<file path="src/rtl/ppu_sequencer.sv">
// Host-facing run controller for the PPU clock/reset/interrupt block.
// Sequences xin enable, PPU reset pulses and interrupt clear for host commands.
//
// Ports:
//   clock, reset               system clock, synchronous active-low reset
//   cmd_valid_i / cmd_ready_o  command handshake (ready only while idle)
//   cmd_op_i, cmd_count_i      0 NOP, 1 COLD_START, 2 RUN, 3 NOP; xin budget (0 = unbounded)
//   abort_i                    level abort of any active sequence
//   xin_counter_i              free-running xin cycle count
//   xin_stalled_i              xin has actually stopped
//   int_any_triggered_i        some enabled interrupt is latched
//   xin_enabled_o              xin run request
//   set_ppu_reset_o            one-clock pulse: put the PPU into reset
//   clr_ppu_reset_o            one-clock pulse: release the PPU from reset
//   int_clear_all_o            one-clock pulse: clear all latched interrupts
//   busy_o, done_o             sequence active; one-clock pulse on return to idle
//   status_o                   0 budget, 1 interrupt, 2 aborted, 3 stall timeout
//   run_elapsed_o              xin cycles elapsed in the last/current phase
module ppu_sequencer #(
   parameter int unsigned RESET_XIN       = 64,
   parameter int unsigned INT_MASK_CYCLES = 2,
   parameter int unsigned DRAIN_TIMEOUT   = 255
) (
   input  logic        clock,
   input  logic        reset,
   input  logic        cmd_valid_i,
   output logic        cmd_ready_o,
   input  logic [1:0]  cmd_op_i,
   input  logic [31:0] cmd_count_i,
   input  logic        abort_i,
   input  logic [31:0] xin_counter_i,
   input  logic        xin_stalled_i,
   input  logic        int_any_triggered_i,
   output logic        xin_enabled_o,
   output logic        set_ppu_reset_o,
   output logic        clr_ppu_reset_o,
   output logic        int_clear_all_o,
   output logic        busy_o,
   output logic        done_o,
   output logic [1:0]  status_o,
   output logic [31:0] run_elapsed_o
);

   typedef enum logic [1:0] {
      IDLE,
      RST_HOLD,
      RUN,
      DRAIN
   } state_t;

   localparam logic [1:0] OP_COLD = 2'd1;
   localparam logic [1:0] OP_RUN  = 2'd2;

   localparam logic [1:0] ST_BUDGET  = 2'd0;
   localparam logic [1:0] ST_INT     = 2'd1;
   localparam logic [1:0] ST_ABORT   = 2'd2;
   localparam logic [1:0] ST_TIMEOUT = 2'd3;

   state_t      state;
   logic [31:0] snapshot;
   logic [31:0] budget;
   logic [31:0] mask_cnt;
   logic [31:0] drain_cnt;
   logic [1:0]  stop_status;

   logic [31:0] elapsed;
   logic        accept;
   logic        is_cold;
   logic        is_run;
   logic        int_live;
   logic        budget_hit;
   logic        reset_done;
   logic        drain_expired;

   // Modular difference keeps the measurement correct across counter wrap.
   assign elapsed       = xin_counter_i - snapshot;
   assign accept        = cmd_valid_i & cmd_ready_o;
   assign is_cold       = accept & (cmd_op_i == OP_COLD);
   assign is_run        = accept & (cmd_op_i == OP_RUN);
   // Interrupts are masked while the clear issued at RUN entry propagates.
   assign int_live      = int_any_triggered_i
                        & (mask_cnt >= 32'(INT_MASK_CYCLES));
   assign budget_hit    = (budget != 32'd0) & (elapsed >= budget);
   assign reset_done    = elapsed >= 32'(RESET_XIN);
   assign drain_expired = drain_cnt >= (32'(DRAIN_TIMEOUT) - 32'd1);

   always_ff @(posedge clock) begin
      if (!reset) begin
         state           <= IDLE;
         snapshot        <= '0;
         budget          <= '0;
         mask_cnt        <= '0;
         drain_cnt       <= '0;
         stop_status     <= ST_BUDGET;
         cmd_ready_o     <= 1'b1;
         xin_enabled_o   <= 1'b0;
         set_ppu_reset_o <= 1'b0;
         clr_ppu_reset_o <= 1'b0;
         int_clear_all_o <= 1'b0;
         busy_o          <= 1'b0;
         done_o          <= 1'b0;
         status_o        <= ST_BUDGET;
         run_elapsed_o   <= '0;
      end else begin
         set_ppu_reset_o <= 1'b0;
         clr_ppu_reset_o <= 1'b0;
         int_clear_all_o <= 1'b0;
         done_o          <= 1'b0;

         unique case (state)
            IDLE: begin
               unique case (1'b1)
                  is_cold: begin
                     state           <= RST_HOLD;
                     snapshot        <= xin_counter_i;
                     budget          <= cmd_count_i;
                     set_ppu_reset_o <= 1'b1;
                     int_clear_all_o <= 1'b1;
                     xin_enabled_o   <= 1'b1;
                     cmd_ready_o     <= 1'b0;
                     busy_o          <= 1'b1;
                     run_elapsed_o   <= '0;
                  end
                  is_run: begin
                     state           <= RUN;
                     snapshot        <= xin_counter_i;
                     budget          <= cmd_count_i;
                     mask_cnt        <= '0;
                     int_clear_all_o <= 1'b1;
                     xin_enabled_o   <= 1'b1;
                     cmd_ready_o     <= 1'b0;
                     busy_o          <= 1'b1;
                     run_elapsed_o   <= '0;
                  end
                  default: begin
                  end
               endcase
            end

            RST_HOLD: begin
               run_elapsed_o <= elapsed;
               if (abort_i) begin
                  // PPU is left in reset: no release pulse.
                  stop_status   <= ST_ABORT;
                  xin_enabled_o <= 1'b0;
                  drain_cnt     <= '0;
                  state         <= DRAIN;
               end else if (reset_done) begin
                  clr_ppu_reset_o <= 1'b1;
                  int_clear_all_o <= 1'b1;
                  snapshot        <= xin_counter_i;
                  mask_cnt        <= '0;
                  run_elapsed_o   <= '0;
                  state           <= RUN;
               end
            end

            RUN: begin
               run_elapsed_o <= elapsed;
               if (mask_cnt < 32'(INT_MASK_CYCLES)) begin
                  mask_cnt <= mask_cnt + 32'd1;
               end
               if (abort_i | int_live | budget_hit) begin
                  xin_enabled_o <= 1'b0;
                  drain_cnt     <= '0;
                  state         <= DRAIN;
               end
               if (abort_i) begin
                  stop_status <= ST_ABORT;
               end else if (int_live) begin
                  stop_status <= ST_INT;
               end else if (budget_hit) begin
                  stop_status <= ST_BUDGET;
               end
            end

            DRAIN: begin
               // Keep tracking until xin stops so the enable-to-stall
               // overshoot shows up in the reported length.
               run_elapsed_o <= elapsed;
               if (xin_stalled_i) begin
                  status_o    <= stop_status;
                  done_o      <= 1'b1;
                  busy_o      <= 1'b0;
                  cmd_ready_o <= 1'b1;
                  state       <= IDLE;
               end else if (drain_expired) begin
                  status_o    <= ST_TIMEOUT;
                  done_o      <= 1'b1;
                  busy_o      <= 1'b0;
                  cmd_ready_o <= 1'b1;
                  state       <= IDLE;
               end else begin
                  drain_cnt <= drain_cnt + 32'd1;
               end
            end
         endcase
      end
   end

endmodule

</file>
<file path="config.mk">
export PLATFORM = sky130hd
export DESIGN_NAME = ppu_sequencer
export DESIGN_NICKNAME = d
export VERILOG_FILES = /design/src/rtl/ppu_sequencer.sv
export SDC_FILE = /design/constraint.sdc
export NUM_CORES = 1
export LEC_CHECK = 0
export BUFFER_PORTS_ARGS = -buffer_cell sky130_fd_sc_hd__buf_2
export CAP_MARGIN = 20
export CORE_ASPECT_RATIO = 0.7
export CORE_MARGIN = 4
export CORE_UTILIZATION = 54
export CTS_BUF_LIST = sky130_fd_sc_hd__clkbuf_8 sky130_fd_sc_hd__clkbuf_16
export CTS_CLUSTER_SIZE = 14
export DETAILED_ROUTE_END_ITERATION = 12
export HOLD_SLACK_MARGIN = 0.03
export MAX_ROUTING_LAYER = met4
export PLACE_DENSITY = 0.77
export SLEW_MARGIN = 5
export SYNTH_ARGS = -nofsm -noshare
export SYNTH_HDL_FRONTEND = slang
export SYNTH_SLANG_ARGS = --single-unit
</file>
<file path="constraint.sdc">
create_clock -name clock -period 6 [get_ports clock]
set_clock_uncertainty 0.15 [all_clocks]
set_input_delay 0.9 -clock clock [delete_from_list [all_inputs] [get_ports clock]]
set_output_delay 0.9 -clock clock [all_outputs]
set_load 0.03 [all_outputs]
</file>
==> metrics.txt <==
largest net degree at the start of global routing 53; layout cells sized above 1 between 10% and 20%; Skew-Pair Late Insertion Delay around 0.43 ns; CTS clk-pin slew, worst paths ~0.070 ns; CORE AREA roughly 18,000 um^2; biggest cell delay along the critical path 0.39 ns; crit path DAT 5.85 ns; vias in the first global route 9,068; syn_nets 1,373; final setup fails 0; Worst Hold Path Cells 2; Flop pwr share between 20% and 30%; final hold viol count 0; final worst path period share between 90 and 100%; fraction of registers with async set/reset 0%; Combinational Power Share between 50% and 60%; Hold Crit Class reg -> reg; required time worst endpoint 6.21 ns; Synth top area share 34.4%; Chip Width 171 um; Crit path buffers/inverters 7; TritonRoute pass-1 iters 5; multiplexer share of the synthesized area 1.01%; warnings from Yosys 0; filler cell count between 1,500 and 2,000; CP max stage cell fa_1; Vias 9,632; Max Freq 177 MHz; CP Depth 26; post-CTS setup buffer count 0; post-DR wirelength/cell 17.4 um; switching pwr 2870 uW; status finished, final reports clean; Synth area leaders dfxtp_1 (34%), ha_1 (8.8%), a21oi_1 (6.5%), nand2_1 (4.5%), inv_1 (3.4%); cell depth of the worst flop-to-flop path 24; Via density 6.05; antenna violations before repair 0; Area Overhead vs Synth 15.8%; switch share between 40% and 50%; Cell variety after synth 66; Least-Margin Pin Slew 0.873 ns; Most used DFF post-synth dfxtp_1; Worst Setup Path Type in -> reg; drt first-iter violations 821; most common cell after layout, fill and taps aside dfxtp_1; TritonCTS Buffers 17; fin cells 1,591; post-synthesis compound-gate area fraction 26.4%; # hold bufs at CTS 0; Initial Utilization 55.4%; GRT Total Usage 26.9%; largest family of logic cells by synthesized area compound AO/OA/AOI/OAI gates; max cap viols 0; Synth Area in Simple Gates between 10% and 20%; Final Max Slew Viols 0; synthesized area per cell 8.19 um^2; EDFF count, synth 0; I/O pins 113; Placed Cells 1,558; GRT overflow 0; hpwl dp 20,200 um; Clock Power Share between 10% and 20%; register area share after synthesis 34.4%; Leakage between 0.004 and 0.005 uW; Max-Slew Margin vs Limit about 40%; Seq cells post-synth ~170; depth of the CTS H-tree 4; Ant. Diodes 0; Pwr Density roughly 550 nW/um^2; CP delay by family, top compound AO/OA/AOI/OAI gates; Root Buffer clkbuf_16; post-synthesis adder-cell area fraction 9.02%; nets 1,486; fin area around 12,000 um^2; Routed Antenna Nets 0; post-synthesis cell count 1,229; commonest non-fill, non-tap cells in the layout dfxtp_1 (173), a21oi_1 (129), nand2_1 (121), buf_2 (112), inv_1 (92); Crit. End Element flip-flop; deepest clock path buffer count 2; final core area utilization 64.2%; die area 20,900 um^2; min cycle time layout 5.65 ns; drt drc 0; CTS sink cnt 173; global-route wire length before repair between 40,000 and 50,000 um; CTS tree yes; die height 122 um; Post-Syn Area between 10,000 and 15,000 um^2; critical path peak fanout 10; FP Rows a little over 40; IO buf count 112; GP Congestion about 0.96; xor/xnor cell area share of the yosys netlist 2.78%; placed cell areas 11,000 um^2; Total Wirelength 27,700 um; VDD IR max 0.243 mV; dominant cell type by area after synthesis dfxtp_1; startpoint types input pin; Internal approximately 3500 uW
worst reg2reg max path: stages (launching register included):
cell and delay, ns:
dfxtp_1 0.36, ha_1 0.18, inv_1 0.05, fa_1 0.39
a21o_1 0.21, a221o_1 0.35, a221oi_4 0.30, buf_4 0.18
o21ai_0 0.11, a21o_1 0.18, and2_1 0.17, ha_1 0.17
a21o_1 0.15, a21o_1 0.16, a21oi_1 0.22, buf_4 0.15
nand2b_1 0.05, a221o_1 0.34, a41o_1 0.24, o31ai_2 0.32
or3b_4 0.22, buf_4 0.12, buf_4 0.16, o21a_2 0.22
a21boi_0 0.18
final timing paths:
kind,start,to,slack (ns)
max,xin_counter_i[0],drain_cnt[31],0.35
max reg2reg,snapshot[0],drain_cnt[31],0.60
min,mask_cnt[12],mask_cnt[12],0.29
min reg2reg,mask_cnt[12],mask_cnt[12],0.29
routing by layer:
metal | global-route usage, % | wire length, um | vias up
li1 | - | - | 4731
met1 | 38.8 | 13300 | 4483
met2 | 39.4 | 11700 | 372
met3 | 4.80 | 2120 | 46
met4 | 6.33 | 511 | 0
met5 | - | 0 | -
sequential cells by signal, indices dropped and copies added, names as in the netlist:
name / flops
state: 2
int_clear_all_o: 1
run_elapsed_o: 32
budget: 32
done_o: 1
cmd_ready_o: 1
set_ppu_reset_o: 1
stop_status: 2
status_o: 2
clr_ppu_reset_o: 1
mask_cnt: 32
xin_enabled_o: 1
snapshot: 32
busy_o: 1
drain_cnt: 32
power groups by stage:
stage | combinational, uW | clock [uW] | sequential, uW
floorplan | 2490 | 0 | 1580
global placement | 3530 | 0 | 1520
detailed placement | 3620 | 0 | 1520
CTS | 3650 | 1130 | 1500
global route | 4120 | 1180 | 1530
finish | 3750 | 1120 | 1510
logic make-up (layout without fill, tap and decap cells):
| logic type | Yosys count | in the layout |
|---|---|---|
| and+or+nand+nor | 400 | 400 |
| AOI/OAI and AO/OA | 380 | 380 |
| DFF | 173 | 173 |
| buffers and inverters | 162 | 288 |
| adders and majority gates | 72 | 72 |
| xor gates and xnor gates | 32 | 32 |
| muxes | 10 | 10 |
through the flow:
stage | setup slack (ns) | hold WS (ns) | TNS, ns | power (uW)
after global routing | -0.0103 | 0.316 | -0.0103 | 6830
after global placement | -0.0956 | 0.278 | -0.895 | 5050
after floorplan | 0.0285 | 0.267 | 0 | 4070
after CTS | 0.190 | 0.297 | 0 | 6280
final | 0.354 | 0.293 | 0 | 6380
after detailed placement | -0.253 | 0.285 | -5.12 | 5140
Yosys cell counts, drive strengths merged, types with 16 or more instances:
cell	n
a211oi	16
a21o	24
a21oi	131
a22o	33
and3	25
buf	20
clkbuf	50
dfxtp	173
ha	71
inv	92
nand2	121
nand3	29
nand4	32
nor2	81
nor3	25
nor4	22
o21ai	29
o221a	32
o22ai	32
xnor2	23
what timing repair did:
action	in CTS	in global routing
endpoints found under the setup margin	0	30
endpoints found under the hold margin	0	0
resized for setup	0	5
final cells by class:
cell class / count / area, um^2 / area share (%)
Clock buffer: 18 / 439 / 3.77
Clock inverter: 14 / 149 / 1.28
Inverter: 92 / 345 / 2.96
Multi-Input combinational cell: 894 / 5960 / 51.1
Sequential cell: 173 / 3460 / 29.7
Tap cell: 236 / 295 / 2.53
Timing Repair Buffer: 164 / 1010 / 8.65
Power figures use the tool's default switching activity.
